File: src/rtl/b_resp_router.sv
// AXI write-response router: round-robin over downstream B channels, BID-routed to
// upstream B channels, with merging of split-burst sub-responses into one worst case.
module b_resp_router #(
  parameter int NUM_UP = 2,
  parameter int NUM_DN = 2,
  parameter int ID_W   = $clog2(NUM_UP),
  parameter int CNT_W  = 8
) (
  input  logic                   ACLK,
  input  logic                   ARESETN,
  input  logic [NUM_DN*ID_W-1:0] M_AXI_bid,
  input  logic [NUM_DN*2-1:0]    M_AXI_bresp,
  input  logic [NUM_DN-1:0]      M_AXI_bvalid,
  output logic [NUM_DN-1:0]      M_AXI_bready,
  output logic [NUM_UP*2-1:0]    S_AXI_bresp,
  output logic [NUM_UP-1:0]      S_AXI_bvalid,
  input  logic [NUM_UP-1:0]      S_AXI_bready,
  input  logic                   split_load,
  input  logic [ID_W-1:0]        split_id,
  input  logic [CNT_W-1:0]       split_count,
  output logic                   busy,
  output logic                   bid_err,
  output logic                   split_overrun
);

  localparam int DN_W = $clog2(NUM_DN);

  typedef enum logic {IDLE, SEND} state_e;

  state_e           state_q, state_d;
  logic [DN_W-1:0]  last_g_q, last_g_d;
  logic [CNT_W-1:0] cnt_q [NUM_UP];
  logic [CNT_W-1:0] cnt_d [NUM_UP];
  logic [1:0]       acc_q [NUM_UP];
  logic [1:0]       acc_d [NUM_UP];
  logic [ID_W-1:0]  out_id_q, out_id_d;
  logic [1:0]       out_resp_q, out_resp_d;
  logic             busy_q, busy_d;
  logic             bid_err_q, bid_err_d;
  logic             ovr_q, ovr_d;

  logic             grant_vld;
  logic [DN_W-1:0]  grant;
  int               rr_idx;
  logic [ID_W-1:0]  cap_id;
  logic [1:0]       cap_resp;
  logic             id_ok;
  logic [CNT_W-1:0] cur_cnt;
  logic [1:0]       cur_acc;
  logic             load_hit;
  logic             up_ready;

  // Severity order EXOKAY < OKAY < SLVERR < DECERR; EXOKAY is the neutral element.
  function automatic logic [1:0] resp_rank(input logic [1:0] r);
    case (r)
      2'b01:   return 2'd0;
      2'b00:   return 2'd1;
      default: return r;
    endcase
  endfunction

  function automatic logic [1:0] resp_merge(input logic [1:0] a, input logic [1:0] b);
    return (resp_rank(b) > resp_rank(a)) ? b : a;
  endfunction

  always_comb begin
    grant_vld = 1'b0;
    grant     = '0;
    rr_idx    = 0;
    for (int k = 1; k <= NUM_DN; k++) begin
      rr_idx = (int'(last_g_q) + k) % NUM_DN;
      if (!grant_vld && M_AXI_bvalid[rr_idx[DN_W-1:0]]) begin
        grant_vld = 1'b1;
        grant     = rr_idx[DN_W-1:0];
      end
    end
  end

  // Out-of-range BIDs simply match no upstream slot, which is what flags them.
  always_comb begin
    cap_id   = '0;
    cap_resp = '0;
    for (int k = 0; k < NUM_DN; k++) begin
      if (grant == DN_W'(k)) begin
        cap_id   = M_AXI_bid[k*ID_W +: ID_W];
        cap_resp = M_AXI_bresp[2*k +: 2];
      end
    end
    id_ok   = 1'b0;
    cur_cnt = '0;
    cur_acc = 2'b01;
    for (int u = 0; u < NUM_UP; u++) begin
      if (cap_id == ID_W'(u)) begin
        id_ok   = 1'b1;
        cur_cnt = cnt_q[u];
        cur_acc = acc_q[u];
      end
    end
    up_ready = 1'b0;
    for (int u = 0; u < NUM_UP; u++) begin
      if (out_id_q == ID_W'(u) && S_AXI_bready[u]) up_ready = 1'b1;
    end
  end

  always_comb begin
    state_d      = state_q;
    last_g_d     = last_g_q;
    cnt_d        = cnt_q;
    acc_d        = acc_q;
    out_id_d     = out_id_q;
    out_resp_d   = out_resp_q;
    bid_err_d    = 1'b0;
    ovr_d        = 1'b0;
    load_hit     = 1'b0;
    busy_d       = 1'b0;
    M_AXI_bready = '0;

    case (state_q)
      IDLE: begin
        if (grant_vld) begin
          M_AXI_bready[grant] = ARESETN;
          last_g_d            = grant;
          if (!id_ok) begin
            bid_err_d = 1'b1;
          end else if (cur_cnt > CNT_W'(1)) begin
            for (int u = 0; u < NUM_UP; u++) begin
              if (cap_id == ID_W'(u)) begin
                acc_d[u] = resp_merge(acc_q[u], cap_resp);
                cnt_d[u] = cnt_q[u] - CNT_W'(1);
              end
            end
          end else begin
            out_id_d   = cap_id;
            out_resp_d = resp_merge(cur_acc, cap_resp);
            state_d    = SEND;
            for (int u = 0; u < NUM_UP; u++) begin
              if (cap_id == ID_W'(u)) begin
                cnt_d[u] = '0;
                acc_d[u] = 2'b01;
              end
            end
          end
        end
      end
      SEND: begin
        if (up_ready) state_d = IDLE;
      end
      default: state_d = IDLE;
    endcase

    // The load is judged on the pre-capture count but overrides the capture's clear.
    if (split_load) begin
      for (int u = 0; u < NUM_UP; u++) begin
        if (split_id == ID_W'(u)) begin
          load_hit = 1'b1;
          if (cnt_q[u] == '0) cnt_d[u] = split_count;
          else                ovr_d    = 1'b1;
        end
      end
      if (!load_hit) ovr_d = 1'b1;
    end

    busy_d = (state_d == SEND);
    for (int u = 0; u < NUM_UP; u++) begin
      if (cnt_d[u] > CNT_W'(1)) busy_d = 1'b1;
    end
  end

  always_ff @(posedge ACLK or negedge ARESETN) begin
    if (!ARESETN) begin
      state_q    <= IDLE;
      last_g_q   <= DN_W'(NUM_DN - 1);
      for (int u = 0; u < NUM_UP; u++) begin
        cnt_q[u] <= '0;
        acc_q[u] <= 2'b01;
      end
      out_id_q   <= '0;
      out_resp_q <= 2'b00;
      busy_q     <= 1'b0;
      bid_err_q  <= 1'b0;
      ovr_q      <= 1'b0;
    end else begin
      state_q    <= state_d;
      last_g_q   <= last_g_d;
      cnt_q      <= cnt_d;
      acc_q      <= acc_d;
      out_id_q   <= out_id_d;
      out_resp_q <= out_resp_d;
      busy_q     <= busy_d;
      bid_err_q  <= bid_err_d;
      ovr_q      <= ovr_d;
    end
  end

  always_comb begin
    S_AXI_bvalid = '0;
    S_AXI_bresp  = '0;
    if (state_q == SEND) begin
      for (int u = 0; u < NUM_UP; u++) begin
        if (out_id_q == ID_W'(u)) begin
          S_AXI_bvalid[u]      = 1'b1;
          S_AXI_bresp[2*u +: 2] = out_resp_q;
        end
      end
    end
  end

  assign busy          = busy_q;
  assign bid_err       = bid_err_q;
  assign split_overrun = ovr_q;

endmodule

File: config.mk
export PLATFORM = sky130hd
export DESIGN_NAME = b_resp_router
export DESIGN_NICKNAME = d
export VERILOG_FILES = /design/src/rtl/b_resp_router.sv
export SDC_FILE = /design/constraint.sdc
export NUM_CORES = 1
export LEC_CHECK = 0
export ABC_CLOCK_PERIOD_IN_PS = 3800
export CAP_MARGIN = 20
export CORE_ASPECT_RATIO = 1.5
export CORE_MARGIN = 2
export CORE_UTILIZATION = 40
export CTS_BUF_LIST = sky130_fd_sc_hd__clkbuf_4
export CTS_CLUSTER_SIZE = 20
export DETAILED_ROUTE_END_ITERATION = 7
export GPL_TIMING_DRIVEN = 0
export SYNTH_ARGS = -nofsm -noshare
export SYNTH_HDL_FRONTEND = slang
export SYNTH_SLANG_ARGS = --single-unit
File: constraint.sdc
create_clock -name ACLK -period 3.8 [get_ports ACLK]
set_clock_uncertainty 0.2 [all_clocks]
set_input_delay 0.76 -clock ACLK [delete_from_list [all_inputs] [get_ports ACLK]]
set_output_delay 0.76 -clock ACLK [all_outputs]
set_load 0.005 [all_outputs]
After elaboration in Yosys (flattened, before gate mapping). Cells that the tools add are included.

Add/subtract/negate cells: 4. $lt $le $gt $ge: 10. Equal/unequal tests: 6. Multiplexer cells: 83. Bitwise gates (word level): 5. Reduce and logical (&&, ||, !) cells: 15.

Operators by type and width (number): 2-bit 2-to-1 mux (36); 8-bit 2-to-1 mux (9); 16-bit 2-to-1 mux (4); 1-bit 2-to-1 mux (26); 8-bit by 1-bit > comparator with 1-bit output (second input constant) (3); 8-bit zero test (2); 2-bit one-hot mux with 2 select lines (4); 8-bit by 1-bit subtractor with 8-bit output (second input constant) (2); 2-bit by 1-bit == test with 1-bit output (second input constant) (4); 2-bit zero test (4); 4-bit 2-to-1 mux (2); 4-bit AND reduction (2); 2-bit > comparator (3); 1-bit by 2-bit < comparator with 1-bit output (second input constant) (3); 1-bit logical AND (4); 2-bit by 1-bit != test with 1-bit output (second input constant) (2); 1-bit inverter (4); 3-bit AND reduction (1); 1-bit adder (second input constant) (2); 2-bit AND (1); 1-bit one-hot mux with 2 select lines (1); 2-bit AND reduction (1); 1-bit demux with 1-bit select (1); 1-bit greater-or-equal comparator (second input constant) (1); 1-bit zero test (1).

Flip-flop bits (word level): 27. Bits of input ports: 22. Word-level logic and storage cells: 133.

Logic depth before layout (Yosys ltp). Gate-level depths: netlist of the first run.

Depth in word-level cells: 19. Depth in mapped cells: 13.

Worst setup path after synthesis of the first run. OpenSTA, ideal clock, no wires.

Path kind: input port to flip-flop. Start point: in M_AXI_bvalid[1]. End point: reg out_resp_q[0]. Library setup time: 0.083 ns. Data arrival time: 2.806 ns. Data required time: 3.517 ns. Slack: 0.711 ns. Stages: 11. Path through: a21bo_2 -> buf_4 -> mux2i_4 -> inv_2 -> nor2_1 -> a21oi_1 -> ha_1 -> nor2b_1 -> o21ai_0 -> mux2_2 -> o21ai_0.

Cells in the longest elaborated chain, start to end: 15.

RTL lines: from (decl) (RTL line 13) `input logic [NUM_DN-1:0] M_AXI_bvalid,`; 1-bit 2-to-1 mux (implied by the code) (2 in series) (RTL line 72) `if (!grant_vld && M_AXI_bvalid[rr_idx[DN_W-1:0]]) begin`; 1-bit 2-to-1 mux (RTL line 72); 1-bit zero test (RTL line 72); 1-bit logical AND (RTL line 72); 1-bit 2-to-1 mux (RTL line 72); 1-bit 2-to-1 mux (RTL line 84) `if (grant == DN_W'(k)) begin`; 2-bit 2-to-1 mux (RTL line 93) `if (cap_id == ID_W'(u)) begin`; 2-bit by 1-bit == test with 1-bit output / 2-bit zero test (equally long branches) (RTL line 55) `case (r)`; 2-bit one-hot mux with 2 select lines (RTL line 55); 2-bit 2-to-1 mux (RTL line 125) `end else if (cur_cnt > CNT_W'(1)) begin`; 2-bit 2-to-1 mux (RTL line 120) `if (grant_vld) begin`; 2-bit 2-to-1 mux (RTL line 118) `case (state_q)`; 2-bit > comparator (RTL line 63) `return (resp_rank(b) > resp_rank(a)) ? b : a;`; 2-bit 2-to-1 mux (RTL line 63); to (signal assigned) (RTL line 188) `out_resp_q <= out_resp_d;`; to (decl) (RTL line 37) `logic [1:0] out_resp_q, out_resp_d;`.

Several ways; a longest one is shown, not always the timed one. The select of a mux whose other input is x is not followed. A chain may end at the register's enable or synchronous reset.

Worst setup path in the final report of the first run.
Start point: in M_AXI_bvalid[0]. End point: reg out_resp_q[0].

Same word-level chain as after synthesis.

==> impl_metrics.toml, run 1 <==
[worst_setup_path]
r2r_cells = 10
startpoint = "M_AXI_bvalid[0]"
cp_max_fo = 8
r2r_slack_ns = 0.74
endpoint_kind = "flip-flop"
worst-setup-path-type = "in2reg"
worstSetupEndpoint = "out_resp_q[0]"
arrival_ns = 3.56
regToRegEndpoint = "out_resp_q[0]"
cp-start-kind = "input pin"
crit_required_ns = 3.87
rr_startpoint = "last_g_q"

[power_and_ir_drop]
power_density_mw_per_mm2 = 646
p_total_mw = 1.63
ir_drop_mv = 0.281
p_leak_nw = 1.07

[run_status]
status = "completed"

[synthesis]
yosysWarnings = 0
yosysSeqAreaShare_pct = 32.9
syn_area_mm2 = 0.00206
synth_nets = 277
syn_inst = 239
yosys.cell_types.count = 52
synth-seq-cells = 27
synth-edff-count = 0
postSynthAreaPerCell_um2 = 8.63
synthFlopType = "dfrtp_1"
synthArstFlopShare_pct = 100

[layout]
seqCellArea_um2 = 679
final_common_cell = "clkdlybuf4s50_1"
finalNetCount = 314
multi_input_area_mm2 = 0.00127
drive_gt1_share_pct = 9.09
design_area_mm2 = 0.00252
layout_common_cells = "31 x clkdlybuf4s50_1, 25 x nor2_1, 24 x dfrtp_1"
fillCellCount = 513
utilization_pct = 49.9
syn2layout_area_growth_pct = 22.0
antenna_cells = 0

[global_route]
grt_max_degree = 19
grt_util_all_layers_pct = 19.4
antenna_found_initial = 0
grt_pass1_wl_um = 8850
grt_pass1_vias = 1833
gr-total-overflow = 0

[sta]
setup_violations = 0
fin_ws_ns = 0.305
period_share_pct = 92.0
finalHoldViolCount = 0
min_period_ns = 3.49
tightest_slew_ns = 0.606
relSlewSlack_pct = 59.5
clock.fmax_mhz = 286
worst_hold_slack_ns = 0.327
rsz0062_at_grt = "no"
report.final.slew_viol_count = 0

[placed_design]
place_congestion = 0.881
hpwlAfterDp_um = 4320
place_ws_ns = -0.0788
port_buffers = 31
dpl_cell_area_mm2 = 0.00249

[detailed_routing]
wl_um = 5230
drt_iter0_drc = 65
routedWlPerCell_um = 15.3
post-route-drc-count = 0
vias = 1881
ant_nets = 0
via_per_inst = 5.48
dr.pass1.iters = 4

[clocking]
clock_latency_ns = 0.33
cts_tree = "built"
htree_levels = 1
ctsHoldBuffers = 0
post_cts_buffers = 0
cts_resized = 0
cts_sinks = 27
cts-buffers-inserted = 3
clk_path_buf_depth = 2
root_buffer = "clkbuf_4"
clk_pin_slew_worst_paths_ns = 0.15

[die]
io_pins = 33
die_w_um = 62.6
die_y_um = 92.0
die_area_mm2 = 0.00576
initial_core_util_pct = 40.9
rows = 32
core_area_mm2 = 0.00504

[flow_run]
drv_cap = 0

[min_path]
holdCritPathClass = "reg2reg"
==> how the worst min path moves through the flow <==
stage	startpoint	to	slack (ns)	depth (start not counted)
after global placement	out_resp_q[1]	out_resp_q[1]	0.29	2
after CTS	acc_q[0]	acc_q[0]	0.33	2
after global routing	acc_q[0]	acc_q[0]	0.35	2
final	out_resp_q[0]	out_resp_q[0]	0.33	2
after detailed placement	acc_q[0]	acc_q[0]	0.30	2
after floorplan	ARESETN	acc_q[1]	0.26	0
==> cells in the mapped netlist, types with 3 or more instances <==
master / instances / area (um2)
buf_4: 3 / 22.5
o31ai_1: 3 / 22.5
nand3_1: 5 / 25.0
nand2b_1: 3 / 18.8
nand2_1: 22 / 82.6
and3_1: 4 / 25.0
nor3_1: 6 / 30.0
a31oi_1: 7 / 43.8
inv_1: 16 / 60.1
o211ai_1: 4 / 30.0
or4_1: 5 / 37.5
nor2b_1: 5 / 31.3
ha_1: 16 / 200
o21ai_0: 22 / 110
a21oi_1: 6 / 30.0
and2_1: 5 / 31.3
dfrtp_1: 24 / 601
mux2i_1: 5 / 50.1
dfstp_2: 3 / 78.8
clkbuf_1: 6 / 22.5
nor2_1: 25 / 93.8
or3_1: 6 / 37.5
==> worst max-delay path, stage by stage <==
cell and delay [ns]:
clkdlybuf4s50_1 0.55, a21bo_2 0.15, buf_4 0.17, mux2i_4 0.30
inv_2 0.14, a21oi_1 0.30, ha_1 0.30, nor2b_1 0.13
o21ai_0 0.26, mux2_2 0.37, o21ai_0 0.14
==> metrics by stage <==
step	TNS, ns	cells
final	0	343
after detailed placement	-0.0788	339
after global routing	0	343
after global placement	-0.390	338
after floorplan	0	239
after CTS	0	343
==> registers in the layout (all words and copies together) (netlist names) <==
| signal | cells |
|---|---|
| acc_q | 4 |
| busy | 1 |
| cnt_q | 16 |
| last_g_q | 1 |
| out_id_q | 1 |
| out_resp_q | 2 |
| split_overrun | 1 |
| state_q | 1 |
==> cell families (layout without fill, tap and decap cells) <==
group                      after synthesis  after routing  share of synthesized area, %
DFF                                     27             27                          32.9
xor gates and xnor gates                 2              2                         0.849
and+or+nand+nor                        101            101                          27.2
buffers and inverters                   26             62                          5.28
adders and majority gates               16             16                          9.70
other                                    1              1                         0.182
muxes                                    8              8                          5.15
AOI/OAI and AO/OA                       58             58                          18.7
==> metal layers <==
metal / wire [um] / vias to the layer above / part of all wire [%] / track usage (%)
li1: - / 938 / - / -
met1: 2090 / 901 / 40 / 22.1
met2: 2860 / 32 / 55 / 36.2
met3: 126 / 10 / 2.4 / 1.72
met4: 157 / 0 / 3.0 / 8.89
met5: 0 / - / 0 / 0
==> power breakdown <==
group	total (mW)	internal, mW	switching, mW	leakage (nW)
Combinational	0.941	0.413	0.528	0.724
Clock	0.138	0.0483	0.0894	0.0184
Sequential	0.547	0.425	0.122	0.327
==> layout make-up <==
| type | instances | share of cell area (%) |
|---|---|---|
| Tap cell | 68 | 3.38 |
| Sequential cell | 27 | 27.0 |
| Clock buffer | 4 | 1.19 |
| Timing Repair Buffer | 32 | 13.4 |
| Multi-Input combinational cell | 186 | 50.7 |
| Buffer | 9 | 1.79 |
| Inverter | 17 | 2.54 |
Power figures use the tool's default switching activity.
==> run 2: changes to the inputs <==
--- a/config.mk
+++ b/config.mk
@@ -7,7 +7,6 @@
 export LEC_CHECK = 0
 export ABC_CLOCK_PERIOD_IN_PS = 3800
 export CAP_MARGIN = 20
-export CORE_ASPECT_RATIO = 1.5
 export CORE_MARGIN = 2
 export CORE_UTILIZATION = 40
 export CTS_BUF_LIST = sky130_fd_sc_hd__clkbuf_4
==> run 2 against run 1 <==
  * Hold slack worse by 0.0064 ns
  * Count of clock-buffer cells in the layout did not move
  * Register-to-register slack got worse by 0.04 ns
  * Wire length fell by 0.36%
  * Via count down 1.0%
  * Utilization is 0.074 points higher
  * First-iteration DRC count is 18% higher
  * Sequential power rose by 1%
  * Die area fell by 0.20%
  * Non-clock buffer count unchanged
  * Final area hardly changed
  * Clock power up 4%
==> impl_metrics.toml, run 2 (synthesized netlist as in run 1, its figures left out) <==
[clocking]
clk_path_buf_depth = 2
cts-buffers-inserted = 3
htree_levels = 1
root_buffer = "clkbuf_4"
clk_pin_slew_worst_paths_ns = 0.16
cts_tree = "built"
post_cts_buffers = 0
cts_resized = 0
cts_sinks = 27
ctsHoldBuffers = 0
clock_latency_ns = 0.34

[die]
initial_core_util_pct = 40.9
io_pins = 33
rows = 26
core_area_mm2 = 0.00504
die_w_um = 75.8
die_y_um = 75.8
die_area_mm2 = 0.00575

[power_and_ir_drop]
switching_share_pct = 45.7
p_leak_nw = 1.07
seqPwrFrac_pct = 33.9
power_switching_uw = 747
share_comb_of_total_power_pct = 57.3
p_total_mw = 1.63
intPower_uw = 886
power_density_mw_per_mm2 = 648
power.clock.fraction_pct = 8.8
ir_drop_mv = 0.285

[placed_design]
dpl_cell_area_mm2 = 0.00249
place_ws_ns = -0.0884
dpl.cell_count = 341
hpwlAfterDp_um = 4090
port_buffers = 31
place_congestion = 0.910

[layout]
reg.largest.list = "cnt_q x16, acc_q x4, out_resp_q x2"
regMostFlops = "cnt_q"
utilization_pct = 50.0
multi_input_area_mm2 = 0.00127
layout_common_cells = "31 x clkdlybuf4s50_1, 25 x nor2_1, 24 x dfrtp_1"
stdcell_count = 345
final_common_cell = "clkdlybuf4s50_1"
syn2layout_area_growth_pct = 22.1
seqCellArea_um2 = 679
finalNetCount = 314
design_area_mm2 = 0.00252
drive_gt1_share_pct = 9.09
fillCellCount = 503
antenna_cells = 0
largest_reg_flops = 16

[detailed_routing]
via_per_inst = 5.40
vias = 1862
ant_nets = 0
post-route-drc-count = 0
drt_iter0_drc = 77
wl_um = 5210
routedWlPerCell_um = 15.1
dr.pass1.iters = 4

[global_route]
grt_pass1_vias = 1790
grt_util_all_layers_pct = 20.0
met3_usage_pct = 1.98
busiest_layer = "met2"
antenna_found_initial = 0
gr-usage-met2_pct = 33.9
grt_pass1_wl_um = 8680
grt.met1_usage_pct = 26.4
grt_max_degree = 19
gr-total-overflow = 0

[worst_setup_path]
cp_max_fo = 8
cp-start-kind = "input pin"
worst-setup-path-type = "in2reg"
arrival_ns = 3.62
endpoint_kind = "flip-flop"
crit_required_ns = 3.88

[flow_run]
drv_cap = 0

[sta]
fin_ws_ns = 0.258
worst_hold_slack_ns = 0.321
setup_tns_ns = 0
clock.fmax_mhz = 282
report.final.slew_viol_count = 0
rsz0062_at_grt = "no"
period_share_pct = 93.2
setup_violations = 0
min_period_ns = 3.54
finalHoldViolCount = 0
tightest_slew_ns = 0.675
relSlewSlack_pct = 54.9

[run_status]
status = "completed"

[min_path]
holdCritPathClass = "reg2reg"
==> run 2: cell counts in the layout (fill, tap and decap cells not counted) <==
Identical to the previous run, type by type.
==> run 2: layer usage <==
layer | vias to the layer above | routed length [um]
met5 | - | 0
met4 | 0 | 104
li1 | 932 | -
met2 | 36 | 2500
met1 | 883 | 2470
met3 | 11 | 140
==> run 2: power by group through the flow <==
stage | Combinational [mW] | Clock (mW) | Sequential (mW)
6_report | 0.936 | 0.143 | 0.553
5_1_grt | 1.08 | 0.158 | 0.573
4_1_cts | 0.938 | 0.142 | 0.552
3_5_place_dp | 0.934 | 0 | 0.556
3_3_place_gp | 0.912 | 0 | 0.557
2_1_floorplan | 0.705 | 0 | 0.516
==> run 2: cell type report <==
type	instances	area share, %
multi-input cells	186	50.6
flip-flops and latches	27	27.0
repair buffers	32	13.4
well taps	70	3.48
inverters	17	2.53
plain buffers	9	1.79
clock buffers	4	1.19
==> run 2: critical path, stage by stage <==
cell and delay [ns]:
clkdlybuf4s50_1 0.57, a21bo_2 0.16, buf_4 0.16, mux2i_4 0.31
inv_2 0.14, a21oi_1 0.33, ha_1 0.30, nor2b_1 0.12
o21ai_0 0.27, mux2_2 0.37, o21ai_0 0.13
==> run 2: path summary, 6_finish.rpt <==
kind / slack, ns / start / endpoint / cells past startpoint
worst max-delay path: 0.26 / M_AXI_bvalid[0] / out_resp_q[0] / 11
worst min-delay path: 0.32 / out_resp_q[0] / out_resp_q[0] / 2
worst max register to register: 0.70 / last_g_q / out_resp_q[0] / 10
worst min register to register: 0.32 / out_resp_q[0] / out_resp_q[0] / 2
max in group asynchronous: 2.19 / ARESETN / acc_q[0] / 2
min in group asynchronous: 0.60 / ARESETN / cnt_q[9] / 1
==> run 3: changes to the inputs <==
==> constraint.sdc (replaced) <==
create_clock -name ACLK -period 3.8 [get_ports ACLK]
set_clock_uncertainty 0.2 [all_clocks]
set_input_delay 0.38 -clock ACLK [delete_from_list [all_inputs] [get_ports ACLK]]
set_output_delay 0.38 -clock ACLK [all_outputs]
set_load 0.005 [all_outputs]
==> results of run 3 <==
Same layout as run 2 (identical final DEF). Status: completed.
Among the figures that moved: setup slack after placement -0.0884 ns -> 0.292 ns; setup slack after layout 0.258 ns -> 0.638 ns; hold slack 0.321 ns -> 0.220 ns
